==> config.mk <==
export PLATFORM = sky130hd
export DESIGN_NAME = swarm_node_driver
export DESIGN_NICKNAME = d
export VERILOG_FILES = /design/src/rtl/swarm_pkg.sv /design/src/rtl/swarm_decay_prescaler.sv /design/src/rtl/swarm_node_driver.sv
export SDC_FILE = /design/constraint.sdc
export NUM_CORES = 1
export LEC_CHECK = 0
export CORE_ASPECT_RATIO = 1.1
export CORE_MARGIN = 2
export CORE_UTILIZATION = 48
export CTS_CLUSTER_DIAMETER = 30
export DETAILED_ROUTE_END_ITERATION = 10
export PLACE_DENSITY_LB_ADDON = 0.12
export SYNTH_ARGS = -nofsm -noshare
export SYNTH_HDL_FRONTEND = slang
export SYNTH_SLANG_ARGS = --single-unit
==> constraint.sdc <==
create_clock -name clk -period 2.5 [get_ports clk]
set_input_delay 0.5 -clock clk [delete_from_list [all_inputs] [get_ports clk]]
set_output_delay 0.5 -clock clk [all_outputs]
set_load 0.05 [all_outputs]
==> src/rtl/swarm_pkg.sv <==
// Shared types and constants for the swarm node driver: FSM state encoding,
// operand/accumulator widths and the coarse-precision stress threshold.
package swarm_pkg;

    localparam int DATA_W           = 8;
    localparam int ACC_W            = 16;
    localparam int CNT_W            = 8;
    localparam int STRESS_COARSE_TH = 200;

    typedef enum logic [2:0] {
        IDLE,
        CLEAR,
        STREAM,
        DRAIN,
        CAPTURE,
        RESULT
    } state_t;

    // Job op counter sticks at all-ones instead of wrapping.
    function automatic logic [CNT_W-1:0] sat_inc(input logic [CNT_W-1:0] value);
        return (value == {CNT_W{1'b1}}) ? value : value + 1'b1;
    endfunction

endpackage

==> src/rtl/swarm_decay_prescaler.sv <==
// Free-running divider that emits a registered one-cycle decay_pulse every
// DECAY_DIV clocks, the first one DECAY_DIV-1 cycles after reset release.
module swarm_decay_prescaler #(
    parameter int DECAY_DIV = 16
) (
    input  logic clk,
    input  logic rst_n,
    output logic decay_pulse
);

    logic [7:0] count;

    // Pulse is registered one count early so it lands on count value DECAY_DIV-1.
    always_ff @(posedge clk) begin
        if (!rst_n) begin
            count       <= 8'd0;
            decay_pulse <= 1'b0;
        end else begin
            if (count == 8'(DECAY_DIV - 1)) begin
                count <= 8'd0;
            end else begin
                count <= count + 8'd1;
            end
            decay_pulse <= (count == 8'(DECAY_DIV - 2));
        end
    end

endmodule

==> src/rtl/swarm_node_driver.sv <==
// Drives one swarm node through clear / stream / drain / capture and hands back
// the accumulated result. Define SWARM_THROTTLE_EN to throttle intake on stress.
module swarm_node_driver
    import swarm_pkg::*;
#(
    parameter int DECAY_DIV   = 16,
    parameter int THROTTLE_TH = 200
) (
    input  logic              clk,
    input  logic              rst_n,
    input  logic              op_valid,
    input  logic [DATA_W-1:0] op_a,
    input  logic [DATA_W-1:0] op_b,
    input  logic              op_last,
    output logic              op_ready,
    output logic              spike_out,
    output logic              decay_pulse,
    output logic              mac_en,
    output logic              mac_clr,
    output logic [DATA_W-1:0] data_a,
    output logic [DATA_W-1:0] data_b,
    input  logic [ACC_W-1:0]  mac_in,
    input  logic [DATA_W-1:0] stress_in,
    output logic              res_valid,
    input  logic              res_ready,
    output logic [ACC_W-1:0]  res_data,
    output logic [DATA_W-1:0] res_stress,
    output logic [CNT_W-1:0]  res_count,
    output logic              res_coarse
);

    state_t           state;
    state_t           next_state;
    logic [CNT_W-1:0] op_count;
    logic             accept;
    logic             throttle;

`ifdef SWARM_THROTTLE_EN
    assign throttle = (stress_in > 8'(THROTTLE_TH));
`else
    logic unused_throttle;
    assign unused_throttle = (stress_in > 8'(THROTTLE_TH));
    assign throttle        = 1'b0;
`endif

    assign accept = op_valid && op_ready;

    always_ff @(posedge clk) begin
        if (!rst_n) begin
            state <= IDLE;
        end else begin
            state <= next_state;
        end
    end

    always_comb begin
        next_state = state;
        case (state)
            IDLE:    if (op_valid) next_state = CLEAR;
            CLEAR:   next_state = STREAM;
            STREAM:  if (accept && op_last) next_state = DRAIN;
            DRAIN:   next_state = CAPTURE;
            CAPTURE: next_state = RESULT;
            RESULT:  if (res_ready) next_state = IDLE;
            default: next_state = IDLE;
        endcase
    end

    always_comb begin
        op_ready  = 1'b0;
        res_valid = 1'b0;
        case (state)
            STREAM:  op_ready = !throttle;
            RESULT:  res_valid = 1'b1;
            default: ;
        endcase
    end

    // Node strobes are registered; mac_clr/spike_out are timed to coincide with CLEAR.
    always_ff @(posedge clk) begin
        if (!rst_n) begin
            mac_clr   <= 1'b0;
            spike_out <= 1'b0;
            mac_en    <= 1'b0;
            data_a    <= '0;
            data_b    <= '0;
            op_count  <= '0;
        end else begin
            mac_clr   <= (next_state == CLEAR);
            spike_out <= (next_state == CLEAR);
            mac_en    <= accept;
            if (accept) begin
                data_a <= op_a;
                data_b <= op_b;
            end
            if (state == CLEAR) begin
                op_count <= '0;
            end else if (accept) begin
                op_count <= sat_inc(op_count);
            end
        end
    end

    // The node's accumulator has absorbed the last product by the CAPTURE cycle.
    always_ff @(posedge clk) begin
        if (!rst_n) begin
            res_data   <= '0;
            res_stress <= '0;
            res_count  <= '0;
            res_coarse <= 1'b0;
        end else if (state == CAPTURE) begin
            res_data   <= mac_in;
            res_stress <= stress_in;
            res_count  <= op_count;
            res_coarse <= (stress_in > 8'(STRESS_COARSE_TH));
        end
    end

    swarm_decay_prescaler #(
        .DECAY_DIV (DECAY_DIV)
    ) u_prescaler (
        .clk         (clk),
        .rst_n       (rst_n),
        .decay_pulse (decay_pulse)
    );

endmodule

[Word level (Yosys, flattened, before mapping)]
Cells that the tools add are included.
Cells by class
  add/subtract/negate cells: 2
  $lt $le $gt $ge: 1
  eq/ne operators: 9
  multiplexer cells: 6
  bitwise gates (word level): 2
  reductions and logical operators: 6
Operators by type and width (count)
  $pmux 3 s6: 1
  $add 8x1->8 const B: 2
  $eq 8x4->1 const B: 2
  $mux 3: 3
  $eq 8x8->1 const B: 1
  $gt 8x8->1 const B: 1
  $eq 3x1->1 const B: 2
  $eq 3x2->1 const B: 2
  $eq 3x3->1 const B: 2
  $reduce_or 2->1: 2
  $logic_not 3->1: 1
  $logic_and 1x1->1: 2
  $mux 1: 2
  $not 1->1: 2
  $reduce_and 2->1: 1
Word-level totals
  register bits after elaboration: 71
  bits of input ports: 45
  output and inout port bits: 55
  logic and storage cells: 38

[Longest topological paths before layout]
Gate-level depths: netlist (run 1).
  depth after elaboration: 7
  depth in mapped cells: 7
  mapped depth without buffers: 5

[Modules after synthesis]
From an unflattened synthesis (run 1), not the netlist that was laid out.
Second synthesis, totals
  cell total of the unflattened synthesis: 332
  area, all modules: 2851.5 µm²
Modules (own cells, without submodules)
  swarm_node_driver: instances 1, cells an instance 288, area each 2457.4 µm², seq. area each 1241.2 µm²
  swarm_decay_prescaler: instances 1, cells an instance 44, area each 394.1 µm², seq. area each 180.2 µm²

[Least setup slack after synthesis (run 1)]
No wires, ideal clock.
  path type: reg2out
  from: reg state[1]
  to: out res_valid
  arrival: 1.299 ns
  required time: 2.000 ns
  setup slack: 0.701 ns
  stages on the path, launching flop included: 4
  path buffers: 1
  cells stage by stage: dfxtp_1 clkbuf_1 nand2b_1 nor2_1
Between the ends
  word-level cells in the longest chain between the ends: 2
RTL lines
  from (decl): RTL line swarm_node_driver.sv:32  | state_t state;
  from (signal assigned): RTL line swarm_node_driver.sv:52  | state <= next_state;
  $eq 3x3->1: RTL line swarm_node_driver.sv:72  | case (state)
  $mux 1: RTL line swarm_node_driver.sv:72
  to (decl): RTL line swarm_node_driver.sv:24  | output logic res_valid,
No other way between the ends.

[Final worst setup path (run 1)]
Ends and elaborated chain as after synthesis.

==> results.py, run 1 <==
metrics = {
    "sta": {
        "fmax_mhz": 426,
        "whs_ns": 0.461,
        "setup_tns_ns": 0,
        "tightest_slew_ns": 0.638,
        "period_needed_ns": 2.35,
        "layout_setup_ws_ns": 0.151,
        "fin_crit_sh_pct": 93.9,
        "drv_slew": 0,
        "skew_ns": 0.00826,
        "slew_headroom_pct": 57.5,
        "rsz0062_at_grt": "false",
        "final_hold_viol_count": 0,
        "setup_viol": 0,
    },
    "cells_and_area": {
        "fin_cells": 499,
        "area_growth_pct": 41.4,
        "fin_util_pct": 69.5,
        "multi_input_area_sq_mm": 0.00129,
        "antennaDiodeCount": 0,
        "fillers": 521,
        "layout-drive-gt1-share_pct": 4.98,
        "seq_area_sq_mm": 0.00142,
        "final_area_sq_mm": 0.00398,
        "num-nets-final": 468,
    },
    "synthesis": {
        "avgSynthCellArea_sq_um": 8.61,
        "synth_common_cells": "105 x nand2_1, 71 x dfxtp_1, 49 x a21boi_0",
        "synth_edf_count": 0,
        "synth_area_leaders": "dfxtp_1 50%, nand2_1 14%, a21boi_0 13%, xor2_1 3.7%, nor2_1 2.4%",
        "netlist.area_leader.share_pct": 50.5,
        "synth_cells": 327,
        "synth-seq-cells": 71,
        "yosysUniqueCellTypes": 35,
        "synthArstFlopShare_pct": 0,
        "yosysSeqAreaShare_pct": 50.5,
        "ys_warn_count": 0,
        "yosysMostFrequentCell": "nand2_1",
        "synth_top_cell_by_area": "dfxtp_1",
        "syn_nets": 375,
        "ys.flop_type": "dfxtp_1",
        "synthesis.area_sq_mm": 0.00282,
    },
    "cts": {
        "clock_sinks": 71,
        "cts_buffer_depth": 2,
        "cts_root_buf": "clkbuf_8",
        "insertion_delay_ns": 0.33,
        "cts_setup_buffers": 0,
        "cts_buffers": 9,
        "clk_pin_slew_ns": 0.06,
        "cts_tree": "done",
        "h-tree-depth": 3,
        "cts.repair.resized": 0,
        "cts_hold_buffers": 0,
    },
    "detailed_routing": {
        "vias_per_cell": 4.93,
        "drt-initial-drc-count": 66,
        "routedWlPerCell_um": 12.1,
        "dr.pass1.iters": 4,
        "wl_mm": 6.03,
        "ant_nets": 0,
        "drc": 0,
        "vias": 2462,
    },
    "setup_path": {
        "max_stage_delay_ns": 0.80,
        "rr_worst_depth": 5,
        "path_max_fanout": 12,
        "criticalPathCategory": "flip-flop to output port",
        "critPathBufInv": 1,
        "startpoint_type": "flip-flop",
        "cp_cell_sequence": "nand2b_1 > nor2_1 > clkdlybuf4s50_1",
        "cpMaxStageDelayCell": "clkdlybuf4s50_1",
        "crit_required_ns": 2.00,
        "critPathTopFamily": "buffers and inverters",
        "crit_path_end_kind": "output port",
        "cp.depth": 3,
        "arrival_ns": 1.85,
    },
    "die": {
        "core_sq_mm": 0.00573,
        "die_area_sq_mm": 0.00650,
        "die_h_um": 84.3,
        "die_x_um": 77.0,
        "start_util_pct": 49.1,
        "rows": 29,
        "io_pins": 100,
    },
    "min_path": {
        "hold_path.class": "flip-flop to flip-flop",
        "hold_depth": 2,
    },
    "placement": {
        "pre_cts_ws_ns": 0.381,
        "placed_area_sq_mm": 0.00383,
        "post-dp-hpwl_mm": 4.11,
        "dp.cells": 486,
        "place.gp.congestion": 0.791,
        "port_buffers": 99,
    },
    "grt": {
        "track_usage_pct": 19.7,
        "grt_max_degree": 34,
        "antenna_found_initial": 0,
        "grt_pass1_wl_mm": 10.5,
        "overflow": 0,
        "first_global_vias": 2359,
    },
    "power": {
        "total_power_mw": 2.28,
        "p_leak_nw": 1.39,
        "powerDensity_mw_per_mm2": 572,
        "peakVddDrop_uv": 357,
    },
    "job": {
        "cap_viol_max_count": 0,
    },
    "status": {
        "outcome": "completed",
    },
}
[cell families (layout without fill, tap and decap cells)]
group | count (synthesis) | after routing | share of synthesized area [%]
compound gates | 67 | 67 | 17.4
fa+ha+maj | 3 | 3 | 1.33
simple gates | 150 | 150 | 22.9
flops | 71 | 71 | 50.5
xor+xnor | 12 | 12 | 3.73
mux | 1 | 1 | 0.355
buf+inv | 23 | 118 | 3.82
[power breakdown]
group | total, mW | leakage, nW | internal [mW] | switching (mW)
clock network | 0.737 | 0.0809 | 0.367 | 0.370
logic | 0.344 | 0.740 | 0.154 | 0.190
registers | 1.19 | 0.574 | 1.17 | 0.0295
total | 2.28 | 1.39 | 1.69 | 0.590
[metal layers]
layer / wire length [um] / GRT usage (%) / up-vias
li1: - / - / 1257
met1: 2730 / 22.5 / 1134
met2: 2860 / 34.1 / 60
met3: 307 / 4.84 / 11
met4: 129 / 10.4 / 0
met5: 0 / 0 / -
[sequential cells by signal, indices dropped and copies added, names as in the netlist]
signal and cells:
data_a 8, data_b 8, mac_clr 1, mac_en 1, op_count 8, res_coarse 1, res_count 8, res_data 16
res_stress 8, state 3, u_prescaler.count 8, u_prescaler.decay_pulse 1
[worst min-delay path, delay by kind of cell, from the launching register on]
family,cells,cell delay (ns)
flops,1,0.31
simple gates,1,0.04
compound gates,1,0.06
[area by class of cell]
| type | instances | area share [%] |
|---|---|---|
| clock buffers | 11 | 3.55 |
| clock inverters | 2 | 0.251 |
| inverters | 2 | 0.189 |
| multi-input cells | 233 | 32.4 |
| flip-flops and latches | 71 | 35.7 |
| well taps | 77 | 2.42 |
| repair buffers | 103 | 25.5 |
[cell usage in the layout, fill, tap and decap left out, drive strengths merged]
| cell | synthesis | routed |
|---|---|---|
| nand2 | 105 | 105 |
| a21boi | 49 | 49 |
| nor2 | 18 | 18 |
| inv | 2 | 2 |
| mux2i | 1 | 1 |
| or2 | 1 | 1 |
| o2111ai | 2 | 2 |
| clkdlybuf4s50 | 0 | 98 |
| o21ai | 6 | 6 |
| or3b | 1 | 1 |
| nand4 | 2 | 2 |
| or4 | 1 | 1 |
| o311ai | 1 | 1 |
| and3 | 4 | 4 |
| a21oi | 2 | 2 |
| and2 | 6 | 6 |
| o311a | 1 | 1 |
| nand2b | 3 | 3 |
| clkinv | 0 | 2 |
| ha | 3 | 3 |
| o31a | 1 | 1 |
| o21bai | 1 | 1 |
| and4 | 1 | 1 |
| and4bb | 1 | 1 |
| o22ai | 1 | 1 |
| o21a | 1 | 1 |
| or3 | 2 | 2 |
| o211ai | 2 | 2 |
| clkbuf | 16 | 11 |
| nand3 | 4 | 4 |
| xor2 | 12 | 12 |
| buf | 5 | 5 |
| nand4bb | 1 | 1 |
| dfxtp | 71 | 71 |
[worst paths after layout]
kind                                  start     endpoint  slack, ns
worst min-delay path              data_b[7]    data_b[7]       0.46
worst max register to register  op_count[0]  op_count[6]       0.78
worst min register to register    data_b[7]    data_b[7]       0.46
worst max-delay path               state[1]    res_valid       0.15
No activity file was read; power rests on OpenSTA's default activity.
==> run 2, diff against run 1 <==
--- a/config.mk
+++ b/config.mk
@@ -11,6 +11,7 @@
 export CTS_CLUSTER_DIAMETER = 30
 export DETAILED_ROUTE_END_ITERATION = 10
 export PLACE_DENSITY_LB_ADDON = 0.12
+export SKIP_LAST_GASP = 1
 export SYNTH_ARGS = -nofsm -noshare
 export SYNTH_HDL_FRONTEND = slang
 export SYNTH_SLANG_ARGS = --single-unit
==> results of run 2 <==
Same layout as run 1: the final DEF is identical, and so are final timing and power.
